## src/rtl/target_ring_fifo_if.sv

```systemverilog
// Push/retire/read-port bundle for target_ring_fifo.
// master = record decoder / renderer side, slave = the ring buffer itself.
interface target_ring_fifo_if #(
    parameter int unsigned DATA_W     = 32,
    parameter int unsigned DEPTH_LOG2 = 3,
    parameter int unsigned TIME_W     = 8
);
    logic                  push_valid;
    logic [DATA_W-1:0]     push_data;
    logic                  push_ready;
    logic                  pop;
    logic [DEPTH_LOG2-1:0] rd_idx;
    logic [DATA_W-1:0]     rd_data;
    logic                  rd_valid;
    logic [DEPTH_LOG2:0]   count;
    logic                  full;
    logic                  empty;
    logic                  overflow;
    logic [TIME_W-1:0]     cur_time;
    logic                  expired;

    modport master (
        output push_valid, push_data, pop, rd_idx, cur_time,
        input  push_ready, rd_data, rd_valid, count, full, empty, overflow, expired
    );

    modport slave (
        input  push_valid, push_data, pop, rd_idx, cur_time,
        output push_ready, rd_data, rd_valid, count, full, empty, overflow, expired
    );
endinterface

```

## src/rtl/target_ring_fifo.sv

```systemverilog
// Circular buffer of on-screen target records with a registered random-access read port.
// Optional time-based auto-retire of the head entry: define TARGET_RING_AUTO_EXPIRE_EN.
module target_ring_fifo #(
    parameter int unsigned DATA_W     = 32,
    parameter int unsigned DEPTH_LOG2 = 3,
    parameter int unsigned TIME_W     = 8,
    parameter int unsigned TIME_LSB   = 3
) (
    input logic                 pxl_clk,
    input logic                 reset,
    target_ring_fifo_if.slave   bus
);
    localparam int unsigned            Depth    = 2 ** DEPTH_LOG2;
    localparam logic [DEPTH_LOG2:0]    DepthCnt = (DEPTH_LOG2 + 1)'(Depth);
    localparam logic [DEPTH_LOG2:0]    CntOne   = (DEPTH_LOG2 + 1)'(1);
    localparam logic [DEPTH_LOG2-1:0]  PtrOne   = DEPTH_LOG2'(1);

    logic [DATA_W-1:0]     mem_q [Depth];
    logic [DEPTH_LOG2-1:0] head_q, head_d;
    logic [DEPTH_LOG2-1:0] tail_q, tail_d;
    logic [DEPTH_LOG2:0]   count_q, count_d;
    logic                  overflow_q, overflow_d;
    logic [DATA_W-1:0]     rd_data_q, rd_data_d;
    logic                  rd_valid_q, rd_valid_d;
    logic                  expired_q, expired_d;

    logic                  full, empty;
    logic                  push_ok, retire, auto_ret;
    logic [DEPTH_LOG2-1:0] rd_addr;

    // Occupancy comes from the counter, so full and empty never alias on pointer equality.
    assign full    = (count_q == DepthCnt);
    assign empty   = (count_q == '0);
    assign push_ok = bus.push_valid && !full;
    assign retire  = (bus.pop || auto_ret) && !empty;
    assign rd_addr = head_q + bus.rd_idx;

`ifdef TARGET_RING_AUTO_EXPIRE_EN
    logic [TIME_W-1:0] head_time;
    logic [TIME_W-1:0] time_diff;

    assign head_time = mem_q[head_q][TIME_LSB +: TIME_W];
    assign time_diff = bus.cur_time - head_time;
    // Wrap-aware "deadline passed": difference non-zero and in the lower half of the time circle.
    assign auto_ret  = !empty && (time_diff != '0) && !time_diff[TIME_W-1];
`else
    logic unused_cur_time;

    assign auto_ret        = 1'b0;
    assign unused_cur_time = ^{bus.cur_time, 1'(TIME_LSB)};
`endif

    always_comb begin
        head_d     = head_q;
        tail_d     = tail_q;
        count_d    = count_q;
        overflow_d = overflow_q;
        expired_d  = 1'b0;

        if (retire) begin
            head_d    = head_q + PtrOne;
            expired_d = auto_ret;
        end
        if (push_ok) begin
            tail_d = tail_q + PtrOne;
        end
        if (bus.push_valid && full) begin
            overflow_d = 1'b1;
        end

        unique case ({push_ok, retire})
            2'b10:   count_d = count_q + CntOne;
            2'b01:   count_d = count_q - CntOne;
            default: count_d = count_q;
        endcase
    end

    // Read port samples the pre-update head and count.
    always_comb begin
        rd_data_d  = mem_q[rd_addr];
        rd_valid_d = ({1'b0, bus.rd_idx} < count_q);
    end

    always_ff @(posedge pxl_clk or posedge reset) begin
        if (reset) begin
            head_q     <= '0;
            tail_q     <= '0;
            count_q    <= '0;
            overflow_q <= 1'b0;
            rd_data_q  <= '0;
            rd_valid_q <= 1'b0;
            expired_q  <= 1'b0;
        end else begin
            head_q     <= head_d;
            tail_q     <= tail_d;
            count_q    <= count_d;
            overflow_q <= overflow_d;
            rd_data_q  <= rd_data_d;
            rd_valid_q <= rd_valid_d;
            expired_q  <= expired_d;
        end
    end

    // Storage is never cleared; writes are simply blocked while reset is held.
    always_ff @(posedge pxl_clk) begin
        if (push_ok && !reset) begin
            mem_q[tail_q] <= bus.push_data;
        end
    end

    assign bus.push_ready = !full;
    assign bus.full       = full;
    assign bus.empty      = empty;
    assign bus.count      = count_q;
    assign bus.overflow   = overflow_q;
    assign bus.rd_data    = rd_data_q;
    assign bus.rd_valid   = rd_valid_q;
    assign bus.expired    = expired_q;

endmodule

```

## src/flat_wrapper.sv

```systemverilog
// flat-port wrapper written by rule: the top's interface ports become plain ports
module target_ring_fifo_flat 
#(
    parameter int unsigned DATA_W     = 32,
    parameter int unsigned DEPTH_LOG2 = 3,
    parameter int unsigned TIME_W     = 8,
    parameter int unsigned TIME_LSB   = 3
)
  (pxl_clk, reset, bus_push_valid, bus_push_data, bus_pop, bus_rd_idx, bus_cur_time, bus_push_ready, bus_rd_data, bus_rd_valid, bus_count, bus_full, bus_empty, bus_overflow, bus_expired);
  target_ring_fifo_if #(.DATA_W(DATA_W), .DEPTH_LOG2(DEPTH_LOG2), .TIME_W(TIME_W)) bus_i ();
  input logic pxl_clk;
  input logic reset;
  input wire logic [$bits(bus_i.push_valid)-1:0] bus_push_valid;
  input wire logic [$bits(bus_i.push_data)-1:0] bus_push_data;
  input wire logic [$bits(bus_i.pop)-1:0] bus_pop;
  input wire logic [$bits(bus_i.rd_idx)-1:0] bus_rd_idx;
  input wire logic [$bits(bus_i.cur_time)-1:0] bus_cur_time;
  output wire logic [$bits(bus_i.push_ready)-1:0] bus_push_ready;
  output wire logic [$bits(bus_i.rd_data)-1:0] bus_rd_data;
  output wire logic [$bits(bus_i.rd_valid)-1:0] bus_rd_valid;
  output wire logic [$bits(bus_i.count)-1:0] bus_count;
  output wire logic [$bits(bus_i.full)-1:0] bus_full;
  output wire logic [$bits(bus_i.empty)-1:0] bus_empty;
  output wire logic [$bits(bus_i.overflow)-1:0] bus_overflow;
  output wire logic [$bits(bus_i.expired)-1:0] bus_expired;
  assign bus_i.push_valid = bus_push_valid;
  assign bus_i.push_data = bus_push_data;
  assign bus_i.pop = bus_pop;
  assign bus_i.rd_idx = bus_rd_idx;
  assign bus_i.cur_time = bus_cur_time;
  assign bus_push_ready = bus_i.push_ready;
  assign bus_rd_data = bus_i.rd_data;
  assign bus_rd_valid = bus_i.rd_valid;
  assign bus_count = bus_i.count;
  assign bus_full = bus_i.full;
  assign bus_empty = bus_i.empty;
  assign bus_overflow = bus_i.overflow;
  assign bus_expired = bus_i.expired;
  target_ring_fifo #(.DATA_W(DATA_W), .DEPTH_LOG2(DEPTH_LOG2), .TIME_W(TIME_W), .TIME_LSB(TIME_LSB)) u_core (.pxl_clk(pxl_clk), .reset(reset), .bus(bus_i));
endmodule
```

## config.mk

```make
export PLATFORM = sky130hd
export DESIGN_NAME = target_ring_fifo_flat
export DESIGN_NICKNAME = d
export VERILOG_FILES = /design/src/rtl/target_ring_fifo_if.sv /design/src/rtl/target_ring_fifo.sv /design/src/flat_wrapper.sv
export SDC_FILE = /design/constraint.sdc
export NUM_CORES = 1
export LEC_CHECK = 0
export CORE_MARGIN = 2
export CORE_UTILIZATION = 45
export DETAILED_ROUTE_END_ITERATION = 12
export SYNTH_ARGS = -nofsm -noshare
export SYNTH_HDL_FRONTEND = slang
export SYNTH_SLANG_ARGS = --single-unit
```

## constraint.sdc

```tcl
create_clock -name pxl_clk -period 6.3 [get_ports pxl_clk]
set_input_delay 1.575 -clock pxl_clk [delete_from_list [all_inputs] [get_ports pxl_clk]]
set_output_delay 1.575 -clock pxl_clk [all_outputs]
set_load 0.1 [all_outputs]
```

# Word-level counts from Yosys, hierarchy flattened
# Memories as Yosys holds them, arrays and structs flattened. A register that Yosys moved wholly into a read port is not among the register bits.
# Index checks and enable logic that the tools add are counted.
# totals
ram_bits	256
reg_bits	12
n_memories	1
# mem_list
memory	words	word_bits	rd	rd_clocked_by_memory_dff	wr	line_no	rtl
u_core.mem_q	8	32	1	1	1	target_ring_fifo.sv:18	logic [DATA_W-1:0] mem_q [Depth];
# classes
reduce_logical	9
magnitude_cmp	1
mux	3
eq_ne	3
add_sub_neg	5
# ops
operator	count
case mux 4 bit (2 select lines)	1
adder 3 x 1 -> 3 bit (second input constant)	2
adder 4 x 1 -> 4 bit (second input constant)	1
equality test 4 bit (second input constant)	1
logical AND 1 bit	4
logical NOT 4 bit	1
less-than comparator 3 x 4 -> 1 bit	1
subtractor 4 x 1 -> 4 bit (second input constant)	1
adder 3 bit	1
logical NOT 1 bit	3
equality test 2 x 1 -> 1 bit (second input constant)	1
equality test 2 bit (second input constant)	1
two-way mux 1 bit	2
nonzero test 2 bit	1

# Logic depth before layout (Yosys ltp)
# depth
ltp_word	6
depth_mapped	11
mapped_depth_nobuf	11

# Worst setup path after synthesis
# No wires, ideal clock.
# synth_timing
path_type	flip-flop to flip-flop
startpoint	register u_core.count_q[1] (netlist: u_core.bus.count[1])
endpoint	memory u_core.mem_q[0][0] (enable)
setup_ns	0.513
stages_incl_launch_ff	7
arrival_ns	6.627
setup_slack_ns	-0.840
n_path_buf	0
path_cell_list	dfrtp_1 > inv_1 > nand4_1 > inv_1 > nor2b_4 > inv_1 > nor4b_1
# synth_between
elab_chain_cells	6
# synth_lines
item	line_no	rtl
start: declaration	target_ring_fifo.sv:21	logic [DEPTH_LOG2:0] count_q, count_d;
start signal: assignment	target_ring_fifo.sv:96	count_q <= count_d;
equality test 4 bit	target_ring_fifo.sv:32	assign full = (count_q == DepthCnt);
logical NOT 1 bit	n/a	
named net bus_push_ready	flat_wrapper.sv:18	output wire logic [$bits(bus_i.push_ready)-1:0] bus_push_ready;
logical AND 1 bit	target_ring_fifo.sv:34	assign push_ok = bus.push_valid && !full;
logical AND 1 bit	target_ring_fifo.sv:106	if (push_ok && !reset) begin
two-way mux 1 bit	target_ring_fifo.sv:106	
two-way mux 1 bit (not written as such)	target_ring_fifo.sv:107	mem_q[tail_q] <= bus.push_data;
end: declaration	target_ring_fifo.sv:18	
# The timed path passes the listed nets, and every way through them passes these cells.

# Worst setup path in the final report
# layout_timing
startpoint	register u_core.count_q[0] (netlist: u_core.bus.count[0])
endpoint	output bus_empty
# layout_between
elab_chain_cells	1
# layout_lines
item	line_no	rtl
logical NOT 4 bit	target_ring_fifo.sv:33	assign empty = (count_q == '0);
end: declaration	flat_wrapper.sv:23	output wire logic [$bits(bus_i.empty)-1:0] bus_empty;
# Every way passes these cells.

==> impl_metrics.ini <==
[status]
status = completed

[power_and_ir_drop]
internal-power_uw = 4670
clock_power_share = 0.244
power.share.switching = 0.3637
p_leak_uw = 0.004738
power.share.sequential = 0.351
comb_power_share = 0.405
switching_power_uw = 2669
p_per_area_mw_per_mm2 = 535.7
ir_worst_vdd_mv = 0.6686

[sta]
slew_headroom = 0.3378
fmax_mhz = 244.0
worst_pin_slew_ps = 993.4
hold_viol_final = 0
drv_slew = 0
period_minus_slack_ps = 4099
fin_tns_setup_ps = 0
finClkSkew_ps = 17.43
period_share = 0.6506
grt_setup_unrepaired = false
setup_violations = 0

[final_layout]
mostFrequentLayoutCell = edfxtp_1
multiInputGateArea_mm2 = 0.002559
layout.nets = 645
ff_latch_area_mm2 = 0.008788
syn_to_final_growth_pct = 19.91
n_antenna_cell = 0
design_area_mm2 = 0.01370
fillers = 1931
layout_common_cells = 256 x edfxtp_1, 79 x clkdlybuf4s50_1, 44 x dfrtp_1
drive_gt1_frac = 0.2199
fin_cells = 944

[job]
max_cap_viol_count = 0

[drt]
met2_length_um = 10940
met3_length_um = 829
drt-wirelength-per-cell_um = 22.39
via_per_inst = 5.359
drt_iter0_markers = 361
vias = 5059
wl_met1_um = 8937
topRoutingLayerUsed = met4
drt_first_pass_iters = 5
routed_wl_um = 21140
ant_nets = 0
drc_errors = 0

[cts]
tritoncts = done
clockBufferDepth = 3
cts_hold_buf = 0
cts_setup_buffers = 0
clock-root-buffer = clkbuf_16
ctsResizeCount = 0
cts_buffers = 34
htree_levels = 2
clock_sinks = 300
clk_pin_slew_ps = 60
clock_latency_ps = 510

[hold_path]
hold_class = register to register

[yosys]
async_reset_ff_frac = 0.1467
synth_nets = 537
synth_area_mm2 = 0.01142
ys_seq_area_frac = 0.7692
synth_top_area_frac = 0.6729
avgSynthCellArea_um2 = 23.80
ys_ff_latch = 300
synth_edf_count = 256
synth_warnings = 0
netlist_top_cells_area = edfxtp_1 67%, dfrtp_1 9.6%, mux4_1 8.3%
synth_cells = 480
synth_cell_type_count = 35
yosys.area.top_type = edfxtp_1
synth_ff_type = edfxtp_1

[die]
start_util = 0.4563
die_x_um = 163.3
dieHeight_um = 163.3
dieArea_mm2 = 0.02668
io_pins = 89
core_area_mm2 = 0.02504
fp-row-count = 58

[global_routing]
grt_pass1_vias = 5595
grtUsageTotal = 0.1654
antenna_found_initial = 0
grt_pass1_wl_um = 32270
grt_overflow = 0
grt_max_degree = 65

[setup_path]
slowest_stage = clkdlybuf4s50_1
critPathKind = register to output pin
worstPathArrival_ps = 2520
slowest_delay_ps = 1200
cp_max_fo = 6
cp-end-kind = output pin
critPathRequiredTime_ps = 4720
worstPathCellList = nor4_1 > clkdlybuf4s50_1
startpoint_type = register

[placed_design]
placed_cells = 882
port_buffers = 79
gp_congestion = 0.7107
postPlaceCellArea_mm2 = 0.01267
dp_hpwl_um = 10810
[cell usage after synthesis, types with 3 or more instances]
cell	instances
buf_6	6
mux4_1	36
mux2_2	9
buf_1	5
a21oi_1	3
xnor2_1	3
xor2_1	5
nor2_1	5
nor3_1	4
mux2_4	24
buf_2	4
dfrtp_1	44
mux4_2	28
nand2_1	7
ha_1	8
edfxtp_1	256
inv_1	10
[registers in the layout, indices dropped and copies added, names as in the netlist]
signal,flops
u_core.bus.rd_valid,1
u_core.head_q,3
u_core.bus.rd_data,32
u_core.bus.overflow,1
u_core.bus.count,4
u_core.tail_q,3
u_core.mem_q,256
[logic make-up (layout without fill, tap and decap cells)]
| kind of cell | count (synthesis) | after routing | share of synthesized area |
|---|---|---|---|
| AOI/OAI and AO/OA | 7 | 7 | 0.003504 |
| adders and majority gates | 10 | 10 | 0.01227 |
| DFF | 300 | 300 | 0.7692 |
| other | 1 | 1 | 0.0003282 |
| muxes | 98 | 98 | 0.1793 |
| xor gates and xnor gates | 9 | 9 | 0.007557 |
| and+or+nand+nor | 27 | 27 | 0.01238 |
| buffers and inverters | 28 | 162 | 0.01544 |
[worst paths after layout]
| kind | slack (ps) | cells past startpoint | start | to |
|---|---|---|---|---|
| min in group asynchronous | 1760 | 3 | reset | u_core.bus.overflow |
| max | 2200 | 2 | u_core.bus.count[0] | bus_empty |
| max in group asynchronous | 4070 | 3 | reset | u_core.bus.rd_data[13] |
| min | 450 | 1 | u_core.bus.overflow | u_core.bus.overflow |
| max reg2reg | 3410 | 5 | u_core.head_q[0] | u_core.bus.rd_data[15] |
| min reg2reg | 450 | 1 | u_core.bus.overflow | u_core.bus.overflow |
[critical path, delay by kind of cell, from the launching register on]
| family | cells | cell delay (ps) |
|---|---|---|
| flip-flops | 1 | 450 |
| buffers and inverters | 1 | 1200 |
| AND/OR/NAND/NOR | 1 | 370 |
[per-stage QoR]
stage	setup WS, ps	hold slack (ps)	utilization	total power (uW)
after floorplan	318.9	472.4	-	4953
after global placement	1677	437.0	0.5061	5590
after detailed placement	1653	444.9	0.5061	5634
after CTS	2178	458.4	0.5472	7451
after global routing	2074	495.7	0.5472	7664
final	2201	453.9	0.5472	7339
[layout make-up]
class / count / share of cell area
repair buffers: 90 / 0.06375
clock inverters: 15 / 0.006485
inverters: 10 / 0.002740
well taps: 330 / 0.03014
flip-flops and latches: 300 / 0.6415
multi-input cells: 152 / 0.1868
clock buffers: 47 / 0.06859
[per-layer routing]
layer,vias to the layer above,global-route usage
li1,2211,-
met1,2703,0.2139
met2,109,0.2877
met3,36,0.02819
met4,0,0.05109
met5,-,0
[power groups by stage]
stage	registers [uW]	logic [uW]	clock network, uW
2_1_floorplan	3500	1460	0
3_3_place_gp	2610	2980	0
3_5_place_dp	2620	3020	0
4_1_cts	2580	3030	1840
5_1_grt	2600	3140	1920
6_report	2580	2970	1790
Power figures use the tool's default switching activity.
